<file path="src/rtl/traffic_pkg.sv">
// Shared definitions for the traffic-light sequencer family: phase encoding
// and the default phase durations in timebase ticks.
package traffic_pkg;

  typedef enum logic [1:0] {
    ALLRED = 2'b00,
    GREEN  = 2'b01,
    YELLOW = 2'b10
  } phase_e;

  localparam int DEF_GREEN_TICKS  = 20;
  localparam int DEF_YELLOW_TICKS = 4;
  localparam int DEF_ALLRED_TICKS = 2;

endpackage

</file>
<file path="src/rtl/rr_next_dir.sv">
// Combinational round-robin selector: first requesting approach after active_dir,
// wrapping, with active_dir itself last; no demand falls back to active_dir+1.
module rr_next_dir #(
  parameter  int NUM_DIR = 2,
  localparam int DIR_W   = $clog2(NUM_DIR)
) (
  input  logic [NUM_DIR-1:0] sensor,
  input  logic [DIR_W-1:0]   active_dir,
  output logic [DIR_W-1:0]   next_dir
);

  localparam int              SUM_W = DIR_W + 1;
  localparam logic [SUM_W-1:0] N_W  = SUM_W'(NUM_DIR);

  logic [2*NUM_DIR-1:0] doubled;
  logic [NUM_DIR-1:0]   rotated;
  logic [SUM_W-1:0]     start;
  logic [SUM_W-1:0]     offset;
  logic [SUM_W-1:0]     sum;

  always_comb begin
    // NOTE: every variable written here is assigned a default first, so no path can infer a latch.
    doubled = {sensor, sensor};
    start   = {1'b0, active_dir} + SUM_W'(1);
    // rotated[i] is the demand of approach (active_dir + 1 + i) mod NUM_DIR.
    rotated = NUM_DIR'(doubled >> start);
    offset  = '0;
    for (int i = NUM_DIR - 1; i >= 0; i--) begin
      if (rotated[i]) offset = SUM_W'(i);
    end
    sum      = start + offset;
    next_dir = (sum >= N_W) ? DIR_W'(sum - N_W) : DIR_W'(sum);
  end

endmodule

</file>
<file path="src/rtl/traffic_light_ctrl.sv">
// N-approach traffic-light sequencer with all-red clearance and demand-skipping round-robin.
// Define PREEMPT_EN to add the preempt / preempt_dir emergency-vehicle inputs.
module traffic_light_ctrl
  import traffic_pkg::*;
#(
  parameter  int NUM_DIR      = 2,
  parameter  int CNT_W        = 8,
  parameter  int GREEN_TICKS  = DEF_GREEN_TICKS,
  parameter  int YELLOW_TICKS = DEF_YELLOW_TICKS,
  parameter  int ALLRED_TICKS = DEF_ALLRED_TICKS,
  localparam int DIR_W        = $clog2(NUM_DIR)
) (
  input  logic               clk,
  input  logic               rst,
  input  logic               tick,
  input  logic [NUM_DIR-1:0] sensor,
`ifdef PREEMPT_EN
  input  logic               preempt,
  input  logic [DIR_W-1:0]   preempt_dir,
`endif
  output logic [NUM_DIR-1:0] green,
  output logic [NUM_DIR-1:0] yellow,
  output logic [NUM_DIR-1:0] red,
  output logic [DIR_W-1:0]   active_dir,
  output logic               phase_done
);

  localparam logic [CNT_W-1:0] GREEN_LAST  = CNT_W'(GREEN_TICKS - 1);
  localparam logic [CNT_W-1:0] YELLOW_LAST = CNT_W'(YELLOW_TICKS - 1);
  localparam logic [CNT_W-1:0] ALLRED_LAST = CNT_W'(ALLRED_TICKS - 1);

  phase_e             state_q, state_d;
  logic [CNT_W-1:0]   cnt_q, cnt_d;
  logic [DIR_W-1:0]   dir_q, dir_d;
  logic               done_q, done_d;
  logic [DIR_W-1:0]   rr_dir, green_dir;
  logic [NUM_DIR-1:0] dir_mask;
  logic               handover, preempt_now, preempt_hold;

  rr_next_dir #(.NUM_DIR(NUM_DIR)) u_rr (
    .sensor    (sensor),
    .active_dir(dir_q),
    .next_dir  (rr_dir)
  );

  assign dir_mask = NUM_DIR'(1) << dir_q;
  // Green extends only when the served approach is the sole one asking.
  assign handover = (sensor != dir_mask);

  always_ff @(posedge clk) begin
    // NOTE: state registers use non-blocking assignments so every flop samples pre-edge values.
    if (rst) begin
      state_q <= ALLRED;
      cnt_q   <= '0;
      dir_q   <= '0;
      done_q  <= 1'b0;
    end else begin
      state_q <= state_d;
      cnt_q   <= cnt_d;
      dir_q   <= dir_d;
      done_q  <= done_d;
    end
  end

`ifdef PREEMPT_EN
  logic             pend_q;
  logic [DIR_W-1:0] pend_dir_q;

  assign preempt_now  = preempt && (dir_q != preempt_dir);
  assign preempt_hold = preempt;
  assign green_dir    = pend_q ? pend_dir_q : rr_dir;

  // Remember the preempting approach so the following clearance hands green to it.
  always_ff @(posedge clk) begin
    if (rst) begin
      pend_q     <= 1'b0;
      pend_dir_q <= '0;
    end else if (state_q == GREEN && preempt_now) begin
      pend_q     <= 1'b1;
      pend_dir_q <= preempt_dir;
    end else if (state_q == ALLRED && state_d == GREEN) begin
      pend_q     <= 1'b0;
    end
  end
`else
  assign preempt_now  = 1'b0;
  assign preempt_hold = 1'b0;
  assign green_dir    = rr_dir;
`endif

  always_comb begin
    state_d = state_q;
    cnt_d   = cnt_q;
    dir_d   = dir_q;
    done_d  = 1'b0;
    case (state_q)
      ALLRED: begin
        if (tick) begin
          if (cnt_q == ALLRED_LAST) begin
            state_d = GREEN;
            cnt_d   = '0;
            dir_d   = green_dir;
            done_d  = 1'b1;
          end else begin
            cnt_d = cnt_q + 1'b1;
          end
        end
      end
      GREEN: begin
        if (preempt_now) begin
          state_d = YELLOW;
          cnt_d   = '0;
          done_d  = 1'b1;
        end else if (tick) begin
          // Timer saturates at its last value while green is being extended.
          if (cnt_q != GREEN_LAST) begin
            cnt_d = cnt_q + 1'b1;
          end else if (handover && !preempt_hold) begin
            state_d = YELLOW;
            cnt_d   = '0;
            done_d  = 1'b1;
          end
        end
      end
      YELLOW: begin
        if (tick) begin
          if (cnt_q == YELLOW_LAST) begin
            state_d = ALLRED;
            cnt_d   = '0;
            done_d  = 1'b1;
          end else begin
            cnt_d = cnt_q + 1'b1;
          end
        end
      end
      default: begin
        state_d = ALLRED;
        cnt_d   = '0;
      end
    endcase
  end

  assign green      = (state_q == GREEN)  ? dir_mask : '0;
  assign yellow     = (state_q == YELLOW) ? dir_mask : '0;
  assign red        = ~(green | yellow);
  assign active_dir = dir_q;
  assign phase_done = done_q;

endmodule

</file>
<file path="config.mk">
export PLATFORM = sky130hd
export DESIGN_NAME = traffic_light_ctrl
export DESIGN_NICKNAME = d
export VERILOG_FILES = /design/src/rtl/traffic_pkg.sv /design/src/rtl/rr_next_dir.sv /design/src/rtl/traffic_light_ctrl.sv
export SDC_FILE = /design/constraint.sdc
export NUM_CORES = 1
export LEC_CHECK = 0
export ABC_AREA = 0
export CORE_MARGIN = 1
export CORE_UTILIZATION = 52
export DETAILED_ROUTE_END_ITERATION = 16
export MAX_ROUTING_LAYER = met4
export PLACE_DENSITY = 0.76
export SLEW_MARGIN = 20
export SYNTH_ARGS = -nofsm -noshare
export SYNTH_HDL_FRONTEND = slang
export SYNTH_SLANG_ARGS = --single-unit
</file>
<file path="constraint.sdc">
create_clock -name clk -period 2.1 [get_ports clk]
set_input_delay 0.21 -clock clk [delete_from_list [all_inputs] [get_ports clk]]
set_output_delay 0.21 -clock clk [all_outputs]
set_load 0.01 [all_outputs]
</file>
# --- After elaboration in Yosys (flattened, before gate mapping) ---
# Cells that the tools add are included.
word_totals:
  word_cells: 60
  reg_bits: 12
op_classes:
  n_addsub: 4
  n_reduce_logical: 4
  n_bitwise: 2
  mux: 29
  shifts: 2
  eq_ne: 14
  order_cmp: 1
op_table:
  columns: ["op", "count"]
  rows:
  - ["$mux W8", 7]
  - ["$pmux W8 S3", 1]
  - ["$mux W2", 9]
  - ["$ne A2 B2 Y1 const B", 7]
  - ["$mux W1", 10]
  - ["$add A8 B1 Y8 const B", 1]
  - ["$eq A8 B1 Y1 const B", 1]
  - ["$eq A8 B2 Y1 const B", 1]
  - ["$ne A8 B5 Y1 const B", 1]
  - ["$reduce_and A7 Y1", 1]
  - ["$pmux W2 S3", 1]
  - ["$reduce_and A4 Y1", 1]
  - ["$shr A4 B2 Y2", 1]
  - ["$ne A3 B3 Y1 const B", 1]
  - ["$pmux W1 S3", 1]
  - ["$reduce_and A3 Y1", 1]
  - ["$add A1 B1 Y2 const B", 1]
  - ["$add A2 B1 Y2", 1]
  - ["$eq A2 B1 Y1 const B", 1]
  - ["$eq A2 B2 Y1 const B", 1]
  - ["$ge A2 B2 Y1 const B", 1]
  - ["$logic_not A2 Y1", 1]
  - ["$ne A2 B2 Y1", 1]
  - ["$not A2 Y2", 1]
  - ["other kinds (3)", 3]

# --- Logic depth before layout (Yosys ltp) ---
# Gate-level depths: netlist of the first run.
depth:
  depth_word: 7
  ltp_mapped: 9

# --- Hierarchy ---
# From an unflattened synthesis of the first run, not the netlist that was laid out.
unflattened:
  cells_unflattened: 98
  hier_area_um2: 827.0
modules_own_cells:
  columns: ["module", "n_inst", "area_per_inst_um2", "cells_per_inst"]
  rows:
  - ["traffic_light_ctrl", 1, 808.3, 95]
  - ["rr_next_dir", 1, 18.8, 3]

# --- Worst setup path after synthesis of the first run ---
# Ideal clock, no wire load.
synth_timing:
  path_type: "reg-to-reg"
  start: "register state_q[1]"
  end: "register cnt_q[5]"
  path_stages_with_launch: 10
  setup_slack_ps: 231
  path_buffers: 2
  setup_time_ps: 58
  arrival_time_ps: 1811
  cell_sequence: "dfxtp_1 -> inv_1 -> ha_1 -> buf_6 -> nor3_1 -> nor2_1 -> a31o_2 -> buf_2 -> a2111oi_0 -> a31o_2"
synth_between:
  elab_chain_len: 3
  elab_cells_between_ends: 9
synth_lines:
  columns: ["item", "line", "text"]
  rows:
  - ["start: declaration", "traffic_light_ctrl.sv:32", "phase_e state_q, state_d;"]
  - ["start signal: assignment", "traffic_light_ctrl.sv:58", "state_q <= state_d;"]
  - ["$eq A2 B1 Y1 (tied with other cells)", "traffic_light_ctrl.sv:96", "case (state_q)"]
  - ["$ne A3 B3 Y1 (no line) / $ne A2 B2 Y1 (equally long branches)", null, null]
  - ["$reduce_and A4 Y1 (no line)", null, null]
  - ["end signal: assignment", "traffic_light_ctrl.sv:59", "cnt_q <= cnt_d;"]
  - ["end: declaration", "traffic_light_ctrl.sv:33", "logic [CNT_W-1:0] cnt_q, cnt_d;"]
# Parallel ways exist; a longest one is shown, timed or not.
# A chain may end at the register's enable or synchronous reset.

# --- Worst setup path after layout of the first run ---
layout_timing:
  start: "register state_q[1]"
  end: "output green[1]"
layout_between:
  elab_chain_len: 2
layout_lines:
  columns: ["item", "line", "text"]
  rows:
  - ["$eq A2 B1 Y1", "traffic_light_ctrl.sv:143", "assign green = (state_q == GREEN) ? dir_mask : '0;"]
  - ["$mux W2", "traffic_light_ctrl.sv:143", null]
  - ["end: declaration", "traffic_light_ctrl.sv:21", "output logic [NUM_DIR-1:0] green,"]
# No other way between the ends.

==> flow_summary.ini, run 1 <==
[critical_path]
r2r_start = state_q[0]
crit_path_start_kind = flop
cp_max_fo = 9
critPathSlowestCell = clkdlybuf4s50_1
worstPathArrival_ns = 1.79
end_kind = output pin
path_cells = inv_1 -> ha_1 -> buf_4 -> and2_1 -> clkdlybuf4s50_1
crit_required_ns = 1.89
crit_type = flop to output pin
reg2reg_to = cnt_q[3]
reg2reg_slack_ns = 0.13
cpPeakStageDelay_ns = 0.54
ff2ff_path_depth = 8

[die]
die_x_um = 42.6
rows = 14
die_height_um = 42.6
floorplan.die_area_sq_um = 1810
start_util_pct = 56.2
io-pin-count = 13
core-area_sq_um = 1520

[yosys]
synth_top_family_by_area = simple AND/OR/NAND/NOR gates
synth_seq_cells = 12
synth.area.mux_share_pct = 1.17
synthArstFlopShare_pct = 0
yosysWarnings = 0
synth_cell_types = 43
syn-cell-area_sq_um = 857
synthAdderAreaFrac_pct = 8.76
synth_cells = 108
avgSynthCellArea_sq_um = 7.94
synth-simple-area-share_pct = 31.1
synthFlopType = dfxtp_1
synth-edff-count = 0
yosys-top-cells-area = dfxtp_1 (28%), ha_1 (8.8%), nand2_1 (5.3%), nor2_1 (3.5%), a31o_2 (3.1%)
yosysSeqAreaShare_pct = 28.0
synthXorXnorAreaFrac_pct = 2.04
synth_compound_area_share_pct = 23.2
syn-num-nets = 119
synth_top_cell_by_area = dfxtp_1
synth_top_area_share_pct = 28.0

[place]
gp_congestion = 0.889
place.port_buffers = 12
hpwl_um = 1580

[timing]
fin_crit_sh_pct = 95.1
fmax_mhz = 501
rsz0062_at_grt = yes
period_minus_slack_ns = 2.00
final_max_slew_viol_count = 0
finalSetupViolations = 0
tightest_slew_ns = 0.372
fin_skew_ns = 0.00291
whs_ns = 0.505
final-hold-violation-count = 0
maxSlewHeadroom_pct = 74.6

[grt]
grt_max_degree = 14
grt_pass1_vias = 747
grt_usage_pct = 25.3
grt_first_pass_wirelength_um = 3350
antenna_found_initial = 0
grt_overflow = 0

[hold_path]
min_path_cells = 2
worstHoldStart = state_q[0]
worstHoldEndpoint = state_q[0]
min_path_type = flop to flop

[detailed_routing]
routed_wl_um = 2070
drt_iter0_markers = 31
antenna_left = 0
vias_per_cell = 6.31
drc = 0
dr_total_vias = 877
wl_per_cell_um = 14.9
drt_first_pass_iters = 4

[cts]
clockBufferDepth = 2
cts_num_sinks = 12
cts_hold_buf = 0
worstSkewPairLatency_ns = 0.28
cts_buffers = 3
cts_tree = done
cts_root_buf = clkbuf_4
cts_htree_levels = 1
clk_pin_slew_ns = 0.08

[final_layout]
area_delta_synth_final_pct = 22.6
antennaDiodeCount = 0
drive_above_1_share_pct = 13.8
ff_latch_area_sq_um = 240
finalNetCount = 135
multi_input_area_sq_um = 586
nFillCells = 126
most-common-layout-cells = nand2_1 (12), dfxtp_1 (12), clkdlybuf4s50_1 (9)
fin_util_pct = 69.0

[outcome]
run_status = completed

[power_and_ir_drop]
power_density_nw_per_um2 = 1000
p_leak_nw = 0.383
ir_worst_vdd_mv = 0.732

[job]
drv_cap = 0
-- layout make-up --
class | instances | share of cell area [%]
Sequential cell | 12 | 22.9
Multi-Input combinational cell | 86 | 55.7
Clock buffer | 4 | 3.45
Timing Repair Buffer | 16 | 14.3
Inverter | 5 | 1.79
Tap cell | 16 | 1.90
-- registers in the layout, indices dropped and copies added, names as in the netlist --
register / cells
active_dir: 1
cnt_q: 8
phase_done: 1
state_q: 2
-- how the worst max path moves through the flow --
stage / start / to / cells after the start
after floorplan: state_q[1] / cnt_q[5] / 9
after global placement: state_q[0] / cnt_q[3] / 7
after detailed placement: state_q[0] / cnt_q[3] / 7
after CTS: state_q[0] / cnt_q[3] / 7
after global routing: state_q[0] / cnt_q[3] / 8
final: state_q[1] / green[1] / 5
-- repair_timing --
item,4_1_cts,5_1_grt
setup buffers,0,0
endpoints found under the setup margin,2,5
resized for setup,2,4
-- routing by layer --
layer	vias up	global-route usage [%]	share of wire, %
met5	-	-	0
met4	0	11.3	3.3
met3	9	2.59	4.3
met2	28	39.1	46
met1	413	33.2	46
li1	427	-	-
-- synth_stat cells (2+ instances only) --
library cell,count
buf_2,3
a21oi_1,5
dfxtp_1,12
o21ai_0,3
nor3_1,4
ha_1,6
o31ai_1,2
o22ai_1,3
xnor2_1,2
a31o_2,3
or3_1,4
a2111oi_0,2
nand3_1,4
nand2_1,12
and2_1,2
inv_1,4
nand2b_1,4
nor2_1,8
-- cells by family (layout without fill, tap and decap cells) --
| logic type | after synthesis | count (layout) |
|---|---|---|
| adders and majority gates | 6 | 6 |
| AOI/OAI and AO/OA | 27 | 27 |
| muxes | 1 | 1 |
| xor gates and xnor gates | 2 | 2 |
| and+or+nand+nor | 50 | 50 |
| buffers and inverters | 10 | 25 |
| DFF | 12 | 12 |
-- where the power goes --
part           internal, mW  switching [mW]
registers             0.264          0.0390
logic                 0.246           0.312
clock network         0.106          0.0881
-- stage by stage --
stage	power, mW	TNS, ns	instances	cell area (sq um)	setup slack, ns
after floorplan	0.669	0	108	857	0.231
after global placement	0.826	0	135	997	0.179
after detailed placement	0.844	0	135	997	0.0972
after CTS	1.03	0	139	1030	0.0764
after global routing	1.13	-0.0359	139	1050	-0.0215
final	1.05	0	139	1050	0.103
-- worst max-delay path: cells and delay by family, from the launching register on --
kind                       cells  cell delay (ns)
adders and majority gates      1             0.19
DFF                            1             0.33
and+or+nand+nor                1             0.16
buffers and inverters          3             0.82
No activity file was read; power rests on OpenSTA's default activity.
==> run 2, diff against run 1 <==
--- a/config.mk
+++ b/config.mk
@@ -12,4 +12,5 @@
 export MAX_ROUTING_LAYER = met4
 export PLACE_DENSITY = 0.76
+export SKIP_LAST_GASP = 1
 export SLEW_MARGIN = 20
 export SYNTH_ARGS = -nofsm -noshare
==> constraint.sdc (replaced) <==
create_clock -name clk -period 2.1 [get_ports clk]
set_input_delay 0.21 -clock clk [delete_from_list [all_inputs] [get_ports clk]]
set_output_delay 0.21 -clock clk [all_outputs]
set_load 0.1 [all_outputs]
==> run 2 against run 1 <==
Effect of this change: final cell count stayed put; clock power is 3% lower; maximum frequency decreased by 0.29%; flip-flop and latch count unchanged; worst hold slack gained 0.0020 ns; total power is 34% higher; sequential share of layout area fell by 1.5 points; highest routed layer unchanged; combinational power rose by 64%.
==> flow_summary.ini, run 2 (synthesis gave the netlist of run 1 again) <==
[grt]
grt_usage_pct = 26.5
grt_max_degree = 14
grt_first_pass_wirelength_um = 3590
antenna_found_initial = 0
grt_overflow = 0
grt_pass1_vias = 837

[final_layout]
regMostFlops = cnt_q
top_regs = cnt_q: 8 flops, state_q: 2 flops
finalNetCount = 135
most-common-layout-cells = nand2_1 (12), dfxtp_1 (11), ha_1 (6), buf_12 (6), buf_4 (6)
multi_input_area_sq_um = 608
antennaDiodeCount = 0
largest_reg_flops = 8
ff_latch_area_sq_um = 241
nFillCells = 105
area_delta_synth_final_pct = 31.8
final_common_cell = nand2_1
drive_above_1_share_pct = 26.0

[timing]
maxSlewHeadroom_pct = 69.6
fmax_mhz = 499
fin_crit_sh_pct = 95.4
setup_slack_ns = 0.0969
final-hold-violation-count = 0
finalSetupViolations = 0
final_max_slew_viol_count = 0
tightest_slew_ns = 0.445
fin_skew_ns = 0.00289
period_minus_slack_ns = 2.00

[critical_path]
path_buf_inv = 1
cpPeakStageDelay_ns = 0.38
crit_type = flop to flop
crit_path_start_kind = flop
path_cells = inv_1 -> ha_1 -> nor3_2 -> nor2_1 -> a31o_4 -> or3_1 -> o311ai_1
critPathSlowestCell = dfxtp_1
critical-path-top-delay-family = simple AND/OR/NAND/NOR gates
worstPathArrival_ns = 2.20
ff2ff_path_depth = 7
crit_required_ns = 2.29
reg2reg_slack_ns = 0.1
reg2reg_to = cnt_q[3]
end_kind = flop
cp_max_fo = 13
r2r_start = state_q[0]
cp.depth = 7

[cts]
clockBufferDepth = 2
cts_buffers = 3
cts_num_sinks = 12
post_cts_buffers = 0
ctsResizeCount = 0
cts_htree_levels = 1
cts_hold_buf = 0
worstSkewPairLatency_ns = 0.28
cts_root_buf = clkbuf_4
cts_tree = done
clk_pin_slew_ns = 0.08

[die]
rows = 14
core-area_sq_um = 1520
die_height_um = 42.6
floorplan.die_area_sq_um = 1810
die_x_um = 42.6
start_util_pct = 56.2
io-pin-count = 13

[hold_path]
worstHoldStart = state_q[0]
worstHoldEndpoint = state_q[0]
min_path_cells = 2
min_path_type = flop to flop

[outcome]
run_status = completed

[detailed_routing]
routed_wl_um = 2190
vias_per_cell = 6.53
antenna_left = 0
drt_first_pass_iters = 4
dr_total_vias = 908
drc = 0
drt_iter0_markers = 22
wl_per_cell_um = 15.8

[place]
place.port_buffers = 12
hpwl_um = 1620
gp_congestion = 0.893
dp_worst_setup_slack_ns = 0.0895

[power_and_ir_drop]
total_power_mw = 1.41
p_leak_nw = 0.412
power_density_nw_per_um2 = 1250
ir_worst_vdd_mv = 0.886

[job]
drv_cap = 0
run 2: cell types whose count changed in the layout (fill, tap and decap cells not counted), moves of 2 or more:
cell / previous run / this run
nor2_4: 0 / 2
and2_2: 0 / 2
dlygate4sd2_1: 2 / 0
clkdlybuf4s50_1: 9 / 4
and2_1: 2 / 0
buf_12: 0 / 6
buf_4: 4 / 6
nor2_1: 8 / 5
run 2: final cells by class:
cell class | count | area share [%]
Clock buffer | 4 | 3.21
Multi-Input combinational cell | 86 | 53.8
Tap cell | 16 | 1.77
Sequential cell | 12 | 21.4
Inverter | 5 | 1.66
Timing Repair Buffer | 16 | 18.2
run 2: worst min-delay path, delay by kind of cell, from the launching register on:
kind / cells / cell delay [ns]
flip-flops: 1 / 0.34
AND/OR/NAND/NOR: 1 / 0.06
multiplexers: 1 / 0.05
run 2: how the worst max path moves through the flow:
stage                           from  endpoint  slack [ns]
after global placement    state_q[0]  cnt_q[3]        0.18
after CTS                 state_q[0]  cnt_q[3]        0.06
after detailed placement  state_q[0]  cnt_q[3]        0.09
final                     state_q[0]  cnt_q[3]         0.1
after floorplan           state_q[1]    red[0]        0.01
after global routing      state_q[0]  cnt_q[3]       -0.04
run 2: stage by stage:
| step | area (sq um) | setup TNS (ns) | instances | hold slack (ns) | utilization (%) |
|---|---|---|---|---|---|
| 6_report | 1130 | 0 | 139 | 0.507 | 74.1 |
| 5_1_grt | 1130 | -0.0718 | 139 | 0.543 | 74.1 |
| 4_1_cts | 1110 | 0 | 139 | 0.510 | 73.0 |
| 3_5_place_dp | 1080 | 0 | 135 | 0.499 | 70.6 |
| 2_1_floorplan | 881 | 0 | 108 | 0.275 | - |
| 3_3_place_gp | 1080 | 0 | 135 | 0.486 | 70.6 |
run 2: layer usage:
metal  share of wire, %  up-vias  global-route usage, %
li1                   -      431                      -
met1                 42      425                   32.3
met2                 49       40                   43.4
met3                5.3       12                   3.88
met4                3.6        0                   11.3
met5                  0        -                      -
run 2: power breakdown:
part           total [mW]  leakage [nW]  switching, mW  internal (mW)
combinational       0.913         0.293          0.590          0.323
sequential          0.310        0.0978         0.0456          0.265
clock               0.188        0.0210         0.0827          0.106
